<file path="src/rtl/fp_pkg.sv">
// fp_pkg: flag bit positions, special-result codes, the stage-1 record and the canonical qNaN
// pattern shared by the fp_result_packer pipeline.
package fp_pkg;
   localparam int FP_EXP_W       = 8;
   localparam int FP_MANT_W      = 23;
   localparam int FLAG_INVALID   = 3;
   localparam int FLAG_OVERFLOW  = 2;
   localparam int FLAG_UNDERFLOW = 1;
   localparam int FLAG_INEXACT   = 0;
   typedef enum logic [2:0] {SP_FINITE, SP_ZERO, SP_INF, SP_QNAN, SP_INVALID} special_e;
   typedef struct packed {
      logic                sign;
      logic [FP_EXP_W+1:0] exp;
      logic [FP_MANT_W:0]  sig;
      logic                inc;
      special_e            sp;
      logic                tiny;
      logic                inexact;
   } stage1_t;
   function automatic logic [63:0] qnan_bits(input int ew, input int mw);
      return (((64'd1 << ew) - 64'd1) << mw) | (64'd1 << (mw - 1));
   endfunction
endpackage

</file>
<file path="src/rtl/fp_denorm_shift.sv">
// fp_denorm_shift: right shifter that ORs every shifted-out bit into the result LSB (sticky).
// Only present when FP_PACK_DENORM_EN is defined.
`ifdef FP_PACK_DENORM_EN
module fp_denorm_shift #(
   parameter int W  = 27,
   parameter int SW = 11
) (
   input  logic [W-1:0]  i_data,
   input  logic [SW-1:0] i_shamt,
   output logic [W-1:0]  o_data
);
   logic [W-1:0] w_shifted, w_lost;
   assign w_shifted = i_data >> i_shamt;
   assign w_lost    = i_data & ~({W{1'b1}} << i_shamt);
   assign o_data    = {w_shifted[W-1:1], w_shifted[0] | (|w_lost)};
endmodule
`endif

</file>
<file path="src/rtl/fp_result_packer.sv">
// fp_result_packer: 2-stage valid/ready RNE round, range check and IEEE-754 pack of a product.
// Define FP_PACK_DENORM_EN for gradual underflow; otherwise tiny results flush to signed zero.
module fp_result_packer
   import fp_pkg::*;
#(
   parameter int EXP_WIDTH  = FP_EXP_W,
   parameter int MANT_WIDTH = FP_MANT_W
) (
   input  logic                          clk,
   input  logic                          rst,
   input  logic                          in_valid,
   output logic                          in_ready,
   input  logic                          in_sign,
   input  logic [EXP_WIDTH+1:0]          in_exp,
   input  logic [MANT_WIDTH+3:0]         in_mant,
   input  logic                          in_nan_operand,
   input  logic                          in_invalid,
   input  logic                          in_inf,
   input  logic                          in_zero,
   output logic                          out_valid,
   input  logic                          out_ready,
   output logic [EXP_WIDTH+MANT_WIDTH:0] out_result,
   output logic [3:0]                    out_flags
);
   localparam int                   RES_W = EXP_WIDTH + MANT_WIDTH + 1;
   localparam logic [RES_W-1:0]     QNAN  = RES_W'(qnan_bits(EXP_WIDTH, MANT_WIDTH));
   localparam logic [EXP_WIDTH+2:0] EMAX  = (EXP_WIDTH+3)'((1 << EXP_WIDTH) - 1);

   logic                  w_advance, w_tiny, w_force_inexact, w_ovf, r_v1;
   logic [MANT_WIDTH+3:0] w_m;
   stage1_t               w_s1, r_s1;
   logic [MANT_WIDTH+1:0] w_round;
   logic [EXP_WIDTH+2:0]  w_exp_n;
   logic [EXP_WIDTH-1:0]  w_expf;
   logic [RES_W-1:0]      w_fin, w_result;
   logic [3:0]            w_fflags, w_flags;

   assign w_advance = !out_valid || out_ready;
   assign in_ready  = w_advance;
   assign w_tiny    = in_exp[EXP_WIDTH+1] || (in_exp == '0);

`ifdef FP_PACK_DENORM_EN
   logic [EXP_WIDTH+2:0]  w_shamt;
   logic [MANT_WIDTH+3:0] w_shifted;
   assign w_shamt = (EXP_WIDTH+3)'(1) - {in_exp[EXP_WIDTH+1], in_exp};
   fp_denorm_shift #(.W(MANT_WIDTH+4), .SW(EXP_WIDTH+3)) u_shift (
      .i_data (in_mant),
      .i_shamt(w_shamt),
      .o_data (w_shifted)
   );
   assign w_m             = w_tiny ? w_shifted : in_mant;
   assign w_force_inexact = 1'b0;
`else
   // a flushed input enters stage 2 as a zero significand that is still tiny and inexact
   assign w_m             = w_tiny ? '0 : in_mant;
   assign w_force_inexact = w_tiny;
`endif

   always_comb begin
      w_s1         = '0;
      w_s1.sign    = in_sign;
      w_s1.exp     = w_tiny ? '0 : in_exp;
      w_s1.sig     = w_m[MANT_WIDTH+3:3];
      w_s1.inc     = w_m[2] && (w_m[1] || w_m[0] || w_m[3]);
      w_s1.tiny    = w_tiny;
      w_s1.inexact = w_force_inexact || (|w_m[2:0]);
      w_s1.sp      = (in_nan_operand || in_invalid) ? (in_invalid ? SP_INVALID : SP_QNAN) :
                     in_inf ? SP_INF : in_zero ? SP_ZERO : SP_FINITE;
   end

   // tiny results take their exponent field from the post-round hidden bit
   always_comb begin
      w_round                  = {1'b0, r_s1.sig} + (MANT_WIDTH+2)'(r_s1.inc);
      w_exp_n                  = {r_s1.exp[EXP_WIDTH+1], r_s1.exp} + (EXP_WIDTH+3)'(w_round[MANT_WIDTH+1]);
      w_ovf                    = !r_s1.tiny && ($signed(w_exp_n) >= $signed(EMAX));
      w_expf                   = r_s1.tiny ? EXP_WIDTH'(w_round[MANT_WIDTH]) : w_exp_n[EXP_WIDTH-1:0];
      w_fin                    = w_ovf ? {r_s1.sign, {EXP_WIDTH{1'b1}}, {MANT_WIDTH{1'b0}}} :
                                         {r_s1.sign, w_expf, w_round[MANT_WIDTH-1:0]};
      w_fflags                 = '0;
      w_fflags[FLAG_OVERFLOW]  = w_ovf;
      w_fflags[FLAG_UNDERFLOW] = r_s1.tiny && r_s1.inexact;
      w_fflags[FLAG_INEXACT]   = r_s1.inexact || w_ovf;
      w_result                 = (r_s1.sp == SP_QNAN || r_s1.sp == SP_INVALID) ? QNAN :
                                 r_s1.sp == SP_INF  ? {r_s1.sign, {EXP_WIDTH{1'b1}}, {MANT_WIDTH{1'b0}}} :
                                 r_s1.sp == SP_ZERO ? {r_s1.sign, {(RES_W-1){1'b0}}} : w_fin;
      w_flags                  = r_s1.sp == SP_INVALID ? 4'(1 << FLAG_INVALID) :
                                 r_s1.sp == SP_FINITE  ? w_fflags : 4'b0000;
   end

   always_ff @(posedge clk or posedge rst)
      if (rst) begin
         r_v1       <= 1'b0;
         r_s1       <= '0;
         out_valid  <= 1'b0;
         out_result <= '0;
         out_flags  <= '0;
      end else if (w_advance) begin
         r_v1       <= in_valid;
         r_s1       <= w_s1;
         out_valid  <= r_v1;
         out_result <= w_result;
         out_flags  <= w_flags;
      end
endmodule

</file>
<file path="config.mk">
export PLATFORM = sky130hd
export DESIGN_NAME = fp_result_packer
export DESIGN_NICKNAME = d
export VERILOG_FILES = /design/src/rtl/fp_pkg.sv /design/src/rtl/fp_denorm_shift.sv /design/src/rtl/fp_result_packer.sv
export SDC_FILE = /design/constraint.sdc
export NUM_CORES = 1
export LEC_CHECK = 0
export CAP_MARGIN = 20
export CORE_ASPECT_RATIO = 0.7
export CORE_MARGIN = 2
export CORE_UTILIZATION = 50
export DETAILED_ROUTE_END_ITERATION = 12
export GPL_ROUTABILITY_DRIVEN = 0
export PLACE_DENSITY = 0.82
export SLEW_MARGIN = 30
export SYNTH_ARGS = -nofsm -noshare
export SYNTH_HDL_FRONTEND = slang
export SYNTH_SLANG_ARGS = --single-unit
</file>
<file path="constraint.sdc">
create_clock -name clk -period 7.2 [get_ports clk]
set_clock_uncertainty 0.05 [all_clocks]
set_input_delay 1.8 -clock clk [delete_from_list [all_inputs] [get_ports clk]]
set_output_delay 1.8 -clock clk [all_outputs]
set_load 0.01 [all_outputs]
</file>
==> results of run 1 <==
-- power by group --
| group | internal [µW] | total [µW] | leakage (µW) | switching, µW |
|---|---|---|---|---|
| registers | 505 | 563 | 0.00102 | 57.6 |
| clock network | 160 | 318 | 0.0000895 | 158 |
| logic | 149 | 284 | 0.000978 | 135 |
| total | 814 | 1160 | 0.00208 | 350 |
-- worst reg2reg max path: cells and delay by family (launching register included) --
family,cells,cell delay [ps]
simple gates,7,2340
compound gates,3,980
flops,1,450
fa+ha+maj,1,310
-- synth_stat cells, types with 5 or more instances --
library cell / number / area share (%)
inv_1: 7 / 0.68
a22o_1: 26 / 5.9
xor2_1: 18 / 4.1
dfrtp_1: 79 / 51
nand4_1: 7 / 1.1
nand3b_1: 6 / 1.2
xnor2_1: 11 / 2.5
nand3_1: 17 / 2.2
nor3_1: 8 / 1.0
nand2_1: 67 / 6.5
o21ai_2: 20 / 4.5
nor2_1: 16 / 1.6
clkbuf_1: 17 / 1.7
o21ai_0: 10 / 1.3
o22a_1: 6 / 1.4
and4_1: 5 / 1.1
-- area by class of cell --
class / count / area (µm²)
repair buffers: 87 / 865
fillers: 593 / 2440
multi-input cells: 266 / 1760
clock inverters: 5 / 58.8
well taps: 98 / 123
inverters: 7 / 26.3
flip-flops and latches: 79 / 1980
clock buffers: 11 / 131
-- per-layer routing --
layer	part of all wire [%]	routed length, µm
met1	48	4240
met2	45	3980
met3	6.3	556
met4	0.48	42
met5	0	0
-- flip-flops by register name, summed over array words and instances (netlist names) --
signal	flops
out_valid	1
r_v1	1
out_result	32
out_flags	4
r_s1	41
-- final timing paths --
check / from / end / slack, ps / cells past startpoint
max in group asynchronous: rst / r_s1[30] / 4710 / 3
min reg2reg: r_v1 / r_v1 / 410 / 2
max reg2reg: r_s1[14] / out_result[20] / 2970 / 11
min in group asynchronous: rst / out_result[16] / 1910 / 3
max: out_ready / in_ready / 2400 / 4
min: r_v1 / r_v1 / 410 / 2
-- layout by cell type (no fill, tap or decap), types with 3 or more instances in the layout --
| master | n |
|---|---|
| xor2_1 | 18 |
| and4_1 | 5 |
| a21oi_1 | 4 |
| ha_1 | 4 |
| nand2_1 | 67 |
| o31ai_1 | 3 |
| nor4bb_1 | 3 |
| nand3_1 | 17 |
| xnor2_1 | 11 |
| nor2_1 | 16 |
| and2_1 | 3 |
| inv_1 | 6 |
| o21ai_0 | 10 |
| clkdlybuf4s50_1 | 83 |
| clkbuf_8 | 9 |
| o22a_1 | 6 |
| nand4b_1 | 3 |
| nand4_1 | 7 |
| nand3b_1 | 6 |
| buf_4 | 3 |
| o21ai_2 | 20 |
| a22o_1 | 26 |
| nor3_1 | 8 |
| dfrtp_1 | 79 |
-- per-stage QoR --
step / util (%) / area [µm²] / hold slack (ps) / power (µW) / setup WS [ps]
floorplan: - / 3860 / 380 / 716 / 2680
global placement: 64.3 / 4750 / 388 / 845 / 2400
detailed placement: 64.3 / 4750 / 398 / 856 / 2390
CTS: 66.9 / 4940 / 415 / 1170 / 2390
global route: 67.0 / 4940 / 447 / 1230 / 2370
finish: 67.0 / 4940 / 411 / 1160 / 2400
-- cell families (layout without fill, tap and decap cells) --
group | after synthesis | count (layout) | share of synthesized area [%]
simple gates | 149 | 149 | 19.6
buf+inv | 30 | 110 | 3.63
fa+ha+maj | 4 | 4 | 1.30
compound gates | 83 | 83 | 17.3
flops | 79 | 79 | 51.3
mux | 1 | 1 | 0.260
xor+xnor | 29 | 29 | 6.59
==> metrics.txt, run 1 <==
PostCTS Resize Cnt=0; clk_lat worst skew=approximately 350 ps; Residual DRC=0; H-tree levels=3; Die X=around 110 µm; Fin Setup TNS=0 ps; Initial Utilization=a little over half; hpwl dp=between 6 and 7 mm; worst setup path class=in -> out; post-synthesis sequential area ratio=between 50 and 60%; grt ovf=0; drt wl/cell=around 16 µm; flops & latches, synth=just under 80; busiest grt layer=met1; Post-synth ARST share=100%; die area=8440 µm²; first-pass GRT wire length=between 10 and 15 mm; largest net degree at the start of global routing=80; met2 usage=about a third; final hold viol count=0; area growth from synthesis to layout=28.2%; First-pass DRT Iterations=4; CTS clk-pin slew, worst paths=about 80 ps; worst-path cell chain=clkdlybuf4s50_1 -> nor2b_4 -> inv_1 -> clkdlybuf4s50_1; hold bufs inserted after CTS=0; I/O pin cnt=84; dpl cells=about 540; max-slew violations=0; via count=around 3100; post-synthesis cell count=between 300 and 400; nature of the critical path startpoint=primary input; max incr delay on CP=540 ps; Syn Nets=between 400 and 500; Layout Cells excl Fill=between 500 and 600; DRT iter0 DRCs=roughly 240; GRT met3 Usage=6.72%; CTS Sinks=between 70 and 80; gr usage total=between 20% and 30%; TritonCTS Buffers=9; max-cap viol count=0; Crit path top cell by count=clkdlybuf4s50_1; outcome=completed; fin crit period=approximately 4800 ps; Worst VDD drop=roughly 140 µV; post-route clock period utilization=between 60% and 70%; slew margin rel.=between 40% and 50%; Vias/cell=about 5.6; root buf cell=clkbuf_8; ANT cells=0; Chip Height=~77 µm; CTS tree=done; Unique masters post-synth=51; antenna-violating nets left=0; initial antenna violation count=0; row count=26; final net count=500; EDFF count, synth=0; Crit path buffers/inverters=3; f_max=about 210 MHz; Top delay family on crit path=buffers and inverters; synth warn=0; leakage=roughly 0.0021 µW; critical-path maximum fanout=2; mean post-synth cell area=between 10 and 15 µm²; unrepaired setup endpoints after global routing=no; number of global-route vias before repair=about 3100; Req. time, crit path=5350 ps; ys flop type=dfrtp_1; layout cells sized above 1=10.3%; Slowest-stage cell, CP=clkdlybuf4s50_1; Worst Hold Class=reg -> reg; postcts setup bufs=0; Mapped Area=about 3900 µm²; cell area power density=approximately 240 nW/µm²; M1 GR Usage=32.6%; Total Wirelength=8.81 mm; Port Buffers=83; crit path capture type=output pin; Worst Max-Slew Pin Slew=roughly 790 ps; final setup vio count=0; Data arrival, critical path=about 3000 ps; maximum clock insertion buffer count=2; core area=about 7400 µm²
Note: power is estimated with default switching activity, not from simulation.
==> inputs of run 2 (changes only) <==
==> constraint.sdc (replaced) <==
create_clock -name clk -period 4.8 [get_ports clk]
set_clock_uncertainty 0.05 [all_clocks]
set_input_delay 1.2 -clock clk [delete_from_list [all_inputs] [get_ports clk]]
set_output_delay 1.2 -clock clk [all_outputs]
set_load 0.01 [all_outputs]
==> run 2 against run 1 <==
Compared with the run above:
- critical endpoint is now out_result[20]
- via count is 1.1% higher
- worst setup slack worse by 1600 ps
- die area is the same
- largest cell class unchanged
- clock power up 67%
- final area rose by 0.53%
- count of clock-buffer cells in the layout decreased by 1
- power grew 55%
- highest routed layer unchanged
- critical path depth is 7 higher
- combinational power is 51% higher
==> metrics.txt, run 2 (same netlist as run 1, synthesis figures left out) <==
CTS clk-pin slew, worst paths=80 ps; CTS Sinks=just under 80; Residual DRC=0; post-route clock period utilization=roughly 83%; critical-path maximum fanout=22; unrepaired setup endpoints after global routing=no; f_max=roughly 250 MHz; area growth from synthesis to layout=28.9%; grt ovf=0; Initial Utilization=52.2%; worst setup path class=reg -> reg; Die X=roughly 110 µm; cell area power density=363 nW/µm²; I/O pin cnt=84; Crit path buffers/inverters=0; Worst Hold Class=reg -> reg; initial antenna violation count=0; postcts setup bufs=0; worst-path cell chain=and4_1 -> nand4b_1 -> nor2_1 -> and4_1 -> ha_1 -> or3b_1 -> a211oi_1 -> nor3_1 -> a21oi_2 -> nand3_2 -> o21ai_0; first-pass GRT wire length=~15 mm; Worst Max-Slew Pin Slew=around 710 ps; First-pass DRT Iterations=5; largest net degree at the start of global routing=69; commonest non-fill, non-tap cell in the layout=clkdlybuf4s50_1; Pwr Total=approximately 1800 µW; Fin Hold WS=approximately 420 ps; Data arrival, critical path=~4200 ps; die area=between 8000 and 9000 µm²; row count=26; Fin Setup TNS=0 ps; Switching Fraction=29.5%; PostCTS Resize Cnt=0; leakage=0.00210 µW; ANT cells=0; clk_lat worst skew=around 350 ps; Worst VDD drop=approximately 170 µV; antenna-violating nets left=0; gr usage total=about a quarter; dpl cells=538; Vias/cell=~5.7; largest registers=r_s1 (41), out_result (32), out_flags (4); hpwl dp=about 6.7 mm; Clock Power Share=just under 30%; register share of total power=46.8%; Chip Height=77.5 µm; max incr delay on CP=around 660 ps; final hold viol count=0; Top delay family on crit path=simple AND/OR/NAND/NOR gates; filler cell count=between 600 and 700; core area=7380 µm²; post-route setup slack=813 ps; Internal Power=roughly 1300 µW; largest register by flop count=r_s1; Crit path top cell by count=and4_1; Slowest-stage cell, CP=nand3_2; most frequent cells in the layout=83 x clkdlybuf4s50_1, 79 x dfrtp_1, 67 x nand2_1; Total Wirelength=between 9 and 10 mm; drt wl/cell=roughly 17 µm; final net count=~500; combinational cell fraction of total power=between 20% and 30%; nature of the critical path startpoint=register; root buf cell=clkbuf_8; final setup vio count=0; outcome=completed; slew margin rel.=a little over half; number of global-route vias before repair=between 3000 and 4000; max reg flops=41; layout cells sized above 1=10.7%; maximum clock insertion buffer count=2; via count=about 3100; Psw=about 530 µW; hold bufs inserted after CTS=0; H-tree levels=3; TritonCTS Buffers=9; DRT iter0 DRCs=between 200 and 300; CTS tree=done; max-cap viol count=0; Layout Cells excl Fill=roughly 550; max-slew violations=0; pre-CTS setup slack=837 ps; Port Buffers=83; Req. time, crit path=5010 ps; fin crit period=~4000 ps; crit path capture type=register
run 2: path summary, 6_finish.rpt:
check,slack (ps),startpoint,cells past startpoint,endpoint
hold / removal,420,out_flags[3],2,out_flags[3]
setup / recovery,810,r_s1[14],11,out_result[20]
hold reg to reg,420,out_flags[3],2,out_flags[3]
max in group asynchronous,2940,rst,3,r_s1[35]
setup reg to reg,810,r_s1[14],11,out_result[20]
min in group asynchronous,1180,rst,3,out_result[18]
run 2: routing by layer:
metal / wire [µm] / up-vias / track usage (%)
met5: 0 / - / 0
met4: 128 / 0 / 6.67
met3: 796 / 14 / 6.22
met2: 4270 / 124 / 36.2
met1: 4170 / 1516 / 33.0
li1: - / 1489 / -
run 2: through the flow:
stage	util (%)	instance area, µm²
after floorplan	-	3860
final	67.3	4970
after global placement	64.4	4760
after CTS	67.3	4970
after detailed placement	64.4	4760
after global routing	67.3	4970
run 2: layout make-up:
cell class	count	area (µm²)	area share, %
Sequential cell	79	1980	39.8
Inverter	7	26.3	0.529
Tap cell	98	123	2.47
Multi-Input combinational cell	266	1760	35.5
Clock buffer	10	128	2.57
Timing Repair Buffer	88	868	17.5
Clock inverter	6	85.1	1.71
run 2: power by group through the flow:
stage	clock (µW)	combinational, µW	sequential [µW]
detailed placement	0	433	856
global placement	0	423	850
CTS	538	435	844
finish	530	430	845
global route	571	470	859
floorplan	0	219	855
run 2: tightest hold or removal path, stage by stage (launching register included):
cell and delay (ps):
dfrtp_1 340, nand2_1 50, nand2_1 50
==> inputs of run 3 (changes only) <==
==> constraint.sdc (replaced) <==
create_clock -name clk -period 4.1 [get_ports clk]
set_clock_uncertainty 0.05 [all_clocks]
set_input_delay 1.025 -clock clk [delete_from_list [all_inputs] [get_ports clk]]
set_output_delay 1.025 -clock clk [all_outputs]
set_load 0.01 [all_outputs]
==> run 3 against run 2 <==
Compared with the run above:
- flip-flop and latch count did not move
- final cell count grew 0.54%
- final area grew 0.93%
- combinational power grew 19%
- global-route usage decreased by 0.88 points
- largest cell class unchanged
==> metrics.txt, run 3 (same netlist as run 1, synthesis figures left out) <==
outcome=completed; max incr delay on CP=around 450 ps; Crit path top cell by count=and4_1; R2R setup slack=roughly 570 ps; hpwl dp=about 6.7 mm; Initial Utilization=52.2%; row count=26; reg2reg end=out_result[20]; Vias/cell=roughly 5.8; register share of total power=46.2%; CTS Sinks=79; hold bufs inserted after CTS=0; drt wl/cell=between 15 and 20 µm; antenna-violating nets left=0; critical-path maximum fanout=22; Psw=627 µW; CTS clk-pin slew, worst paths=~80 ps; multi-input logic area=between 1500 and 2000 µm²; post-route clock period utilization=a little under nine tenths; nature of the critical path startpoint=register; initial antenna violation count=0; I/O pin cnt=84; Port Buffers=83; max-slew violations=0; Crit Reg-Reg Startpoint=r_s1[14]; combinational cell fraction of total power=roughly a quarter; filler cell count=581; die area=around 8400 µm²; design area=~5000 µm²; Worst VDD drop=approximately 220 µV; Total Wirelength=9.21 mm; number of global-route vias before repair=~3100; crit path capture type=register; clk_lat worst skew=between 300 and 400 ps; Data arrival, critical path=3700 ps; Die X=~110 µm; Switching Fraction=29.3%; Worst Hold Class=reg -> reg; core area=between 7000 and 8000 µm²; Hold Crit Start=r_v1; cell area power density=~430 nW/µm²; gr usage total=approximately 23%; f_max=~280 MHz; max reg flops=between 40 and 50; final net count=about 500; largest register by flop count=r_s1; via count=approximately 3200; Internal Power=roughly 1500 µW; max-cap viol count=0; commonest non-fill, non-tap cell in the layout=clkdlybuf4s50_1; worst-path cell chain=and4_1 -> nand4b_1 -> nor2_1 -> and4_1 -> ha_1 -> nand2_1 -> o32a_1 -> nor4b_2 -> a21oi_2 -> nand3_2 -> buf_4 -> o21ai_0; CTS tree=done; slew margin rel.=48.7%; worst setup path class=reg -> reg; H-tree levels=3; TritonCTS Buffers=9; ANT cells=0; grt ovf=0; Chip Height=approximately 77 µm; largest registers=r_s1 (41), out_result (32), out_flags (4); Clock Power Share=29.9%; Worst Max-Slew Pin Slew=between 700 and 800 ps; Hold Path Cell Cnt=1; area growth from synthesis to layout=30.1%; Worst R2R Path Depth=12; WHS Endpoint=out_valid; DRT iter0 DRCs=roughly 270; First-pass DRT Iterations=5; final setup vio count=0; PostCTS Resize Cnt=0; Req. time, crit path=~4300 ps; Fin Setup TNS=0 ps; Pwr Total=2140 µW; leakage=0.00212 µW; layout cells sized above 1=between 10% and 20%; root buf cell=clkbuf_8; fin crit period=about 3500 ps; dpl cell area=about 4800 µm²; maximum clock insertion buffer count=2; Residual DRC=0; postcts setup bufs=0; most frequent cells in the layout=83 x clkdlybuf4s50_1, 79 x dfrtp_1, 67 x nand2_1; Slowest-stage cell, CP=dfrtp_1; first-pass GRT wire length=roughly 15 mm; unrepaired setup endpoints after global routing=no; final hold viol count=0; register area=~2000 µm²; largest net degree at the start of global routing=58
run 3: cell types whose count changed in the layout (fill, tap and decap cells not counted):
cell	change
buf_12	+1
buf_4	+2
clkbuf_8	+1
clkinv_4	+1
clkinvlp_4	-1
inv_2	-1
run 3: worst max-delay path by stage:
stage / slack (ps) / depth (start not counted) / start / endpoint
2_1_floorplan: 1000 / 1 / rst / out_flags[0]
3_3_place_gp: 720 / 12 / r_s1[14] / out_result[20]
3_5_place_dp: 590 / 12 / r_s1[14] / out_result[20]
4_1_cts: 570 / 12 / r_s1[14] / out_result[20]
5_1_grt: 240 / 12 / r_s1[14] / out_result[20]
6_report: 570 / 12 / r_s1[14] / out_result[20]
run 3: cell type report:
class / instances / share of cell area [%]
flip-flops and latches: 79 / 39.4
multi-input cells: 266 / 35.2
repair buffers: 91 / 18.0
clock buffers: 11 / 2.82
well taps: 98 / 2.44
clock inverters: 5 / 1.62
inverters: 7 / 0.549
run 3: power groups by stage:
stage	logic [µW]	registers (µW)	clock network, µW
6_report	512	990	641
5_1_grt	557	1000	680
4_1_cts	518	988	652
3_5_place_dp	516	1000	0
3_3_place_gp	503	996	0
2_1_floorplan	256	1000	0
run 3: worst max-delay path: cells and delay by family, from the launching register on:
family	cells	cell delay (ps)
adders and majority gates	1	270
and+or+nand+nor	7	1560
buffers and inverters	1	340
DFF	1	450
AOI/OAI and AO/OA	3	710
run 3: layer usage:
metal  wire length (µm)  global-route usage (%)
met1               4200                    32.8
met2               4230                    34.3
met3                676                    5.04
met4                102                    6.67
met5                  0                       0
run 3: metrics by stage:
step                cells  hold WS [ps]  util [%]  worst slack, ps
global placement      541           393      64.9              720
CTS                   557           412      67.9              571
floorplan             375           380         -             1000
detailed placement    541           394      64.9              586
finish                557           412      67.9              569
global route          557           452      67.9              244
